[src/rtl/shift_unit_pkg.sv]
// zero_shift_pkg: shared types and effective-amount helper for the shift/rotate unit.
package zero_shift_pkg;
   typedef enum logic [2:0] {SHL, SHR, SAR, ROL, ROR} shift_op_t;
   typedef enum logic [1:0] {IDLE, SHIFT, DONE} state_t;
   // Shifts saturate at the operand width; rotates wrap modulo the width.
   function automatic int unsigned effAmount(logic [2:0] op, int unsigned amount, int unsigned width);
      if (op == ROL || op == ROR) return amount % width;
      return amount < width ? amount : width;
   endfunction
endpackage

[src/rtl/shift_unit_if.sv]
// shift_unit_if: request/result handshake bundle between the sequencer and the shift unit.
interface shift_unit_if #(parameter int WIDTH = 12, parameter int AW = 12);
   logic in_valid;
   logic in_ready;
   logic [2:0] op;
   logic [WIDTH-1:0] operand;
   logic [AW-1:0] amount;
   logic out_valid;
   logic out_ready;
   logic [WIDTH-1:0] result;
   logic overflow;
   logic illegal;
   modport master (
      output in_valid, op, operand, amount, out_ready,
      input in_ready, out_valid, result, overflow, illegal
   );
   modport slave (
      input in_valid, op, operand, amount, out_ready,
      output in_ready, out_valid, result, overflow, illegal
   );
endinterface

[src/rtl/shift_unit_step.sv]
// shift_step: combinational shifter moving a value by 0..STEP bits in one of the five modes.
module shift_step
   import zero_shift_pkg::*;
#(
   parameter int WIDTH = 12,
   parameter int STEP = 4
) (
   input logic [WIDTH-1:0] value,
   input logic [$clog2(STEP+1)-1:0] k,
   input shift_op_t op,
   input logic fill,
   output logic [WIDTH-1:0] shifted,
   output logic lost
);
   logic [2*WIDTH-1:0] sarWide, rolWide, rorWide;
   always_comb begin
      sarWide = {{WIDTH{fill}}, value} >> k;
      rolWide = {value, value} << k;
      rorWide = {value, value} >> k;
      // A shift by WIDTH yields zero, so k = 0 reports nothing lost.
      lost = (op == SHL) && (|(value >> (WIDTH - int'(k))));
      shifted = op == SHL ? value << k :
                op == SHR ? value >> k :
                op == SAR ? sarWide[WIDTH-1:0] :
                op == ROL ? rolWide[2*WIDTH-1:WIDTH] :
                op == ROR ? rorWide[WIDTH-1:0] : value;
   end
endmodule

[src/rtl/shift_unit.sv]
// shift_unit: multi-cycle shift/rotate unit shifting up to STEP bits per cycle behind valid/ready handshakes.
module shift_unit
   import zero_shift_pkg::*;
#(
   parameter int WIDTH = 12,
   parameter int STEP = 4,
   parameter int AW = 12
) (
   input logic clock,
   input logic reset,
   shift_unit_if.slave bus
);
   localparam int RW = $clog2(WIDTH + 1);
   localparam int KW = $clog2(STEP + 1);
   state_t state, stateNext;
   shift_op_t opReg;
   logic [WIDTH-1:0] work, stepOut;
   logic [RW-1:0] remaining, effIn, stepCount;
   logic overflowReg, illegalReg, fillBit, lost, illegalIn, accept;
   assign illegalIn = bus.op > 3'd4;
   assign effIn = RW'(effAmount(bus.op, 32'(bus.amount), WIDTH));
   assign stepCount = remaining < RW'(STEP) ? remaining : RW'(STEP);
   assign accept = state == IDLE && bus.in_valid;
   shift_step #(.WIDTH(WIDTH), .STEP(STEP)) step (
      .value(work),
      .k(KW'(stepCount)),
      .op(opReg),
      .fill(fillBit),
      .shifted(stepOut),
      .lost(lost)
   );
   always_comb begin
      stateNext = state;
      if (state == IDLE) stateNext = bus.in_valid ? ((effIn == '0 || illegalIn) ? DONE : SHIFT) : IDLE;
      else if (state == SHIFT) stateNext = remaining <= RW'(STEP) ? DONE : SHIFT;
      else stateNext = bus.out_ready ? IDLE : DONE;
   end
   // Illegal ops skip SHIFT with zero remaining, so the operand passes through untouched.
   always_ff @(posedge clock or posedge reset) begin
      if (reset) begin
         state <= IDLE;
         opReg <= SHL;
         work <= '0;
         remaining <= '0;
         overflowReg <= 1'b0;
         illegalReg <= 1'b0;
         fillBit <= 1'b0;
      end else begin
         state <= stateNext;
         if (accept) begin
            opReg <= shift_op_t'(bus.op);
            work <= bus.operand;
            remaining <= illegalIn ? '0 : effIn;
            overflowReg <= 1'b0;
            illegalReg <= illegalIn;
            fillBit <= bus.operand[WIDTH-1];
         end else if (state == SHIFT) begin
            work <= stepOut;
            remaining <= remaining - stepCount;
            overflowReg <= overflowReg | lost;
         end
      end
   end
   assign bus.in_ready = state == IDLE;
   assign bus.out_valid = state == DONE;
   assign bus.result = work;
   assign bus.overflow = overflowReg;
   assign bus.illegal = illegalReg;
endmodule
[src/flat_wrapper.sv]
// flat-port wrapper written by rule: the top's interface ports become plain ports
module shift_unit_flat import zero_shift_pkg::*;
#(
   parameter int WIDTH = 12,
   parameter int STEP = 4,
   parameter int AW = 12
)
  (clock, reset, bus_in_valid, bus_op, bus_operand, bus_amount, bus_out_ready, bus_in_ready, bus_out_valid, bus_result, bus_overflow, bus_illegal);
  shift_unit_if #(.WIDTH(WIDTH), .AW(AW)) bus_i ();
  input logic clock;
  input logic reset;
  input wire logic [$bits(bus_i.in_valid)-1:0] bus_in_valid;
  input wire logic [$bits(bus_i.op)-1:0] bus_op;
  input wire logic [$bits(bus_i.operand)-1:0] bus_operand;
  input wire logic [$bits(bus_i.amount)-1:0] bus_amount;
  input wire logic [$bits(bus_i.out_ready)-1:0] bus_out_ready;
  output wire logic [$bits(bus_i.in_ready)-1:0] bus_in_ready;
  output wire logic [$bits(bus_i.out_valid)-1:0] bus_out_valid;
  output wire logic [$bits(bus_i.result)-1:0] bus_result;
  output wire logic [$bits(bus_i.overflow)-1:0] bus_overflow;
  output wire logic [$bits(bus_i.illegal)-1:0] bus_illegal;
  assign bus_i.in_valid = bus_in_valid;
  assign bus_i.op = bus_op;
  assign bus_i.operand = bus_operand;
  assign bus_i.amount = bus_amount;
  assign bus_i.out_ready = bus_out_ready;
  assign bus_in_ready = bus_i.in_ready;
  assign bus_out_valid = bus_i.out_valid;
  assign bus_result = bus_i.result;
  assign bus_overflow = bus_i.overflow;
  assign bus_illegal = bus_i.illegal;
  shift_unit #(.WIDTH(WIDTH), .STEP(STEP), .AW(AW)) u_core (.clock(clock), .reset(reset), .bus(bus_i));
endmodule
[config.mk]
export PLATFORM = sky130hd
export DESIGN_NAME = shift_unit_flat
export DESIGN_NICKNAME = d
export VERILOG_FILES = /design/src/rtl/shift_unit_pkg.sv /design/src/rtl/shift_unit_if.sv /design/src/rtl/shift_unit_step.sv /design/src/rtl/shift_unit.sv /design/src/flat_wrapper.sv
export SDC_FILE = /design/constraint.sdc
export NUM_CORES = 1
export LEC_CHECK = 0
export CAP_MARGIN = 20
export CORE_ASPECT_RATIO = 0.75
export CORE_MARGIN = 8
export CORE_UTILIZATION = 40
export CTS_CLUSTER_SIZE = 24
export DETAILED_ROUTE_END_ITERATION = 8
export PLACE_DENSITY = 0.66
export REMOVE_ABC_BUFFERS = 1
export SLEW_MARGIN = 20
export SYNTH_ARGS = -nofsm -noshare
export SYNTH_HDL_FRONTEND = slang
export SYNTH_SLANG_ARGS = --single-unit
[constraint.sdc]
create_clock -name clock -period 3.2 [get_ports clock]
set_input_delay 0.8 -clock clock [delete_from_list [all_inputs] [get_ports clock]]
set_output_delay 0.8 -clock clock [all_outputs]
set_load 0.02 [all_outputs]
# After elaboration in Yosys (flattened, before gate mapping)
# Cells that the tools add are included.
dict set report word_totals {
  romBits 0
  ramBits 0
  latch_bits 0
  word_cells 63
  output_inout_bits 16
  ff_bits 24
  n_memories 0
}
dict set report classes {
  shift 6
  bitwise_logic 1
  n_reduce_logical 11
  n_mux 23
  add_sub_neg 2
  magnitude_cmp 4
  div_mod_pow 1
  multipliers 0
  eq_ne 8
}
# operator count
set ops {}
lappend ops {{$mux W12} 7}
lappend ops {{$shr A24 B3 Y12} 2}
lappend ops {{$mod A12 B4 Y32 const B} 1}
lappend ops {{$shr A12 B32 Y12} 1}
lappend ops {{$mux W4} 7}
lappend ops {{$shl A24 B3 Y24} 1}
lappend ops {{$lt A12 B4 Y1 const B} 1}
lappend ops {{$mux W2} 6}
lappend ops {{$reduce_or A12 Y1} 1}
lappend ops {{$shl A12 B3 Y12} 1}
lappend ops {{$shr A12 B3 Y12} 1}
lappend ops {{$eq A3 B2 Y1 const B} 3}
lappend ops {{$eq A3 B3 Y1 const B} 2}
lappend ops {{$reduce_bool A6 Y1} 1}
lappend ops {{$sub A4 B3 Y5 const A} 1}
lappend ops {{$le A4 B3 Y1 const B} 1}
lappend ops {{$logic_not A4 Y1} 1}
lappend ops {{$lt A4 B3 Y1 const B} 1}
lappend ops {{$sub A4 B4 Y4} 1}
lappend ops {{$eq A3 B1 Y1 const B} 1}
lappend ops {{$gt A3 B3 Y1 const B} 1}
lappend ops {{$logic_not A3 Y1} 1}
lappend ops {{$mux W1} 3}
lappend ops {{$eq A2 B1 Y1 const B} 1}
lappend ops {{other kinds (7)} 9}

# Longest topological paths before layout
dict set report logic_depth {
  word_depth 10
  ltp_mapped 15
  mapped_depth_nobuf 12
}

# Cells and area by module
# A second synthesis with hierarchy kept.
dict set report hier_totals {
  cells_unflattened 541
  area_unflattened_um2 4077.7
}
# module cells_each area_each_um2 seq_area_each_um2 n_inst
set by_module_without_submodules {}
lappend by_module_without_submodules {shift_unit 284 2144.6 600.6 1}
lappend by_module_without_submodules {shift_step 257 1933.1 0.0 1}

# Least setup slack after synthesis
# Ideal clock, no wire load.
dict set report synth_path {
  kind {input-to-reg}
  start {input bus_amount[10]}
  end {register u_core.state[0]}
  setup_slack_ns -1.085
  t_arrival_ns 4.211
  cell_stages 15
  cell_sequence {buf_2 clkbuf_1 ha_1 nand3b_1 and3_1 or3_1 buf_2 a221o_1 or3_1 a211o_1 o311a_1 or4_1 o211a_2 and3_1 o21ai_2}
}
dict set report synth_via {
  elab_chain_cells 8
  word_cells_on_any_way 10
  cone_classes {div: 1; order compare: 1; mux: 6; reduce/logical: 2}
}
# element line_no
set synth_lines {}
lappend synth_lines {{start, declared} flat_wrapper.sv:15} ;# input wire logic [$bits(bus_i.amount)-1:0] bus_amount;
lappend synth_lines {{$mod A12 B4 Y32 / $lt A12 B4 Y1 (equally long branches)} {shift_unit_pkg.sv:7, shift_unit_pkg.sv:8}}
lappend synth_lines {{$mux W4, on equally long branches} {shift_unit_pkg.sv:7, shift_unit_pkg.sv:8}}
lappend synth_lines {{$mux W4 (*)} shift_unit_pkg.sv:8} ;# return amount < width ? amount : width;
lappend synth_lines {{$logic_not A4 Y1 (*)} shift_unit.sv:34} ;# if (state == IDLE) stateNext = bus.in_valid ? ((effIn == '0 || illegalIn) ? DONE : SHIFT) : IDLE;
lappend synth_lines {{$logic_or A1 B1 Y1 (*)} shift_unit.sv:34}
lappend synth_lines {{$mux W2 (*) (3 in a row)} shift_unit.sv:34}
lappend synth_lines {{net u_core.stateNext[0]} shift_unit.sv:15} ;# state_t state, stateNext;
lappend synth_lines {{end signal, assigned} shift_unit.sv:49} ;# state <= stateNext;
lappend synth_lines {{end, declared} shift_unit.sv:15}
# Mark *: on every way through the listed nets, which the timed path passes. The rest lies on a longest branch.
# A chain may end at the register's enable or synchronous reset.

# Worst setup path after layout
# Same ends and word-level chain as after synthesis.

==> results.md <==
* Outcome: finished, violations left
* Failing checks: setup timing
* Final setup fails at 4
* Crit path DAT at 4100 ps
* Footprint of the multi-input gates at 0.00253 sq mm
* Clk sinks at 24
* GRT Total Usage at 0.209
* Maximum clock insertion buffer count at 2
* CP required at 3410 ps
* Fin area at 0.00446 sq mm
* Critical path peak fanout at 4
* Crit. End Element: register
* Crit Reg-Reg Startpoint: u_core.remaining[2]$_DFFE_PP0P_
* VDD IR max at 510 uV
* IO Port Bufs at 46
* Top_reg_cell synth: dfrtp_1
* Hold Startpoint: u_core.bus.illegal$_DFFE_PP0P_
* Detailed Route WL at 12000 um
* FP Rows at 28
* Synth unique cells at 62
* Vias in the first global route at 3785
* Hold Buf Count CTS at 0
* CTS buffer count at 3
* Register area share after synthesis at 0.189
* Seq cells post-synth at 24
* Layout cells sized above 1 at 0.214
* Routed via count at 4012
* Worst setup SP type: input pin
* Overflow after GRT at 0
* Post-placement cell area at 0.00414 sq mm
* Slew @ Worst Pin at 560 ps
* Hold Violations, Final at 0
* Area growth from synthesis to layout at 40.3%
* Final Worst Setup Slack at -688 ps
* RePlAce Congestion at 0.946
* Die W at 119 um
* Avg Vias per Cell at 5.99
* # nets final at 600
* # fillers at 754
* Worst slew margin at 0.626
* Pleak at 1.93 nW
* Reg area at 601 sq um
* EDFF count, synth at 0
* Syn Area/Cell at 6.75 sq um
* Final ANT Viol Nets at 0
* Clock H-tree levels at 1
* First-pass GRT wire length at 19300 um
* Pre-antenna DRT Iters at 7
* Tmin final at 3890 ps
* Setup_tns at -2520 ps
* Antenna violations before repair at 0
* Gate Count Post-Synth at 471
* Ys async rst share at 1.00
* Starting Density at 0.407
* Hold depth at 1
* DP HPWL at 8760 um
* Worst skew pair latency at 280 ps
* Cell area after synthesis at 0.00318 sq mm
* Hold crit path type: reg2reg
* CP Class: in2reg
* Core area at 0.00781 sq mm
* RSZ-0062 raised after global routing: yes
* Max-Cap Viols at 0
* Fmax at 257 MHz
* Period utilization at 1.22
* Worst-path clk slew at 100 ps
* Initial DRC count at 420
* Worst Hold Path EP: u_core.bus.illegal$_DFFE_PP0P_
* Clock Skews at 6.65 ps
* Chip Height at 93.2 um
* I/O pin count at 47
* R2R Path End: u_core.bus.result[11]$_DFFE_PP0P_
* YS warnings at 0
* Clk root buf: clkbuf_8
* Pins Over Slew Limit at 0
* DRC violations left at 0
* R2R Setup Slk at 540 ps
* Largest net degree at the start of global routing at 31
* Power per cell area at 793 mW/mm^2
* Drt wl/cell at 17.8 um
* Post-layout power at 3.54 mW
* Diodes inserted at 0
* Total die area at 0.0111 sq mm
* R2r worst-path depth at 11
* CTS tree: done
registers in the layout, indices dropped and copies added (netlist names):
signal	flops
u_core.bus.result	12
u_core.fillBit	1
u_core.bus.illegal	1
u_core.remaining	4
u_core.state	2
u_core.bus.overflow	1
u_core.opReg	3
logic make-up after synthesis:
kind of cell,count (synthesis),share of synthesized area
flip-flops,24,0.189
buffers and inverters,49,0.0586
other,1,0.00118
AO/OA/AOI/OAI,174,0.352
AND/OR/NAND/NOR,193,0.292
adder cells (fa/ha/maj),3,0.0118
XOR/XNOR,6,0.0165
multiplexers,21,0.0795
repair_timing:
item                                    in CTS  in global routing
endpoints found under the setup margin       4                  4
resized for setup                           40                 14
pin swaps                                   13                  6
buffers inserted                            13                  0
routing by layer:
layer	wire, um	track usage
met1	5790	0.308
met2	5000	0.308
met3	1040	0.0476
met4	120	0.0252
met5	0	0
synth_stat cells (3+ instances only):
library cell  instances  area share
o21a_1                6       0.014
nor2_1               47       0.055
a211oi_1             17       0.040
o221ai_1              4       0.011
mux2_2                4       0.014
clkbuf_1             33       0.039
nor4_1                4      0.0079
nor2b_1              12       0.024
nand3b_1              4      0.0094
nand2b_1              6       0.012
ha_1                  3       0.012
o31ai_1               5       0.012
o21ai_1               3      0.0047
o22ai_1              10       0.020
o211ai_1              5       0.012
nand2_1              70       0.083
mux2i_1              14       0.044
a21boi_0              5       0.012
and3_1                9       0.018
o21ai_0              51       0.080
nand3_1               8       0.013
nor3_1                9       0.014
xnor2_1               5       0.014
mux4_2                3       0.021
inv_1                12       0.014
a21oi_1              38       0.060
dfrtp_1              24        0.19
and2_1                8       0.016
or3_1                 6       0.012
a311o_1               4       0.013
report_power, final:
part           internal, mW  switching, mW
Combinational          1.10           1.40
Clock                 0.168          0.117
Sequential            0.442          0.304
metrics by stage:
| stage | cells | util | hold WS (ps) | worst slack, ps |
|---|---|---|---|---|
| final | 670 | 0.571 | 503 | -688 |
| after global routing | 670 | 0.571 | 544 | -722 |
| after CTS | 670 | 0.563 | 510 | -692 |
| after detailed placement | 653 | 0.530 | 478 | -1440 |
| after global placement | 653 | 0.530 | 468 | -1360 |
| after floorplan | 434 | - | 512 | -835 |
critical path, cell delays in order:
cell      delay [ps]
buf_8            100
ha_4             290
nand3b_1         150
buf_6            130
nor2_4            40
o311a_1          350
a311o_1          330
a221o_1          340
or3_4            340
o221a_4          290
buf_6            120
or4_4            410
o211a_4          160
and3_4           150
o21ai_2           90
placed cells by master (no fill, tap or decap), drive strengths merged, types with 5 or more instances in the layout:
cell / instances
and3: 9
o21ai: 55
clkdlybuf4s50: 42
inv: 12
nor3: 9
a21boi: 5
nand2b: 6
a211oi: 17
o21a: 6
mux2i: 14
or3: 6
nand3: 8
o22ai: 10
nand2: 70
buf: 85
and2: 8
nor2: 47
dfrtp: 24
o211ai: 5
a21oi: 38
nor2b: 12
o31ai: 5
xnor2: 5
how the worst max path moves through the flow:
stage	endpoint	slack [ps]	startpoint
floorplan	u_core.state[0]$_DFF_PP0_	-830	bus_amount[11]
CTS	u_core.state[0]$_DFF_PP0_	-690	bus_amount[10]
global placement	u_core.state[0]$_DFF_PP0_	-1360	bus_amount[11]
detailed placement	u_core.state[0]$_DFF_PP0_	-1440	bus_amount[11]
finish	u_core.state[0]$_DFF_PP0_	-690	bus_amount[10]
global route	u_core.state[0]$_DFF_PP0_	-720	bus_amount[10]
area by class of cell:
cell class / count / area share
Multi-Input combinational cell: 398 / 0.567
Timing Repair Buffer: 127 / 0.243
Sequential cell: 24 / 0.135
Tap cell: 105 / 0.0294
Inverter: 12 / 0.0101
Clock buffer: 3 / 0.00925
Clock inverter: 1 / 0.00673
(Power assumes the default switching activity.)
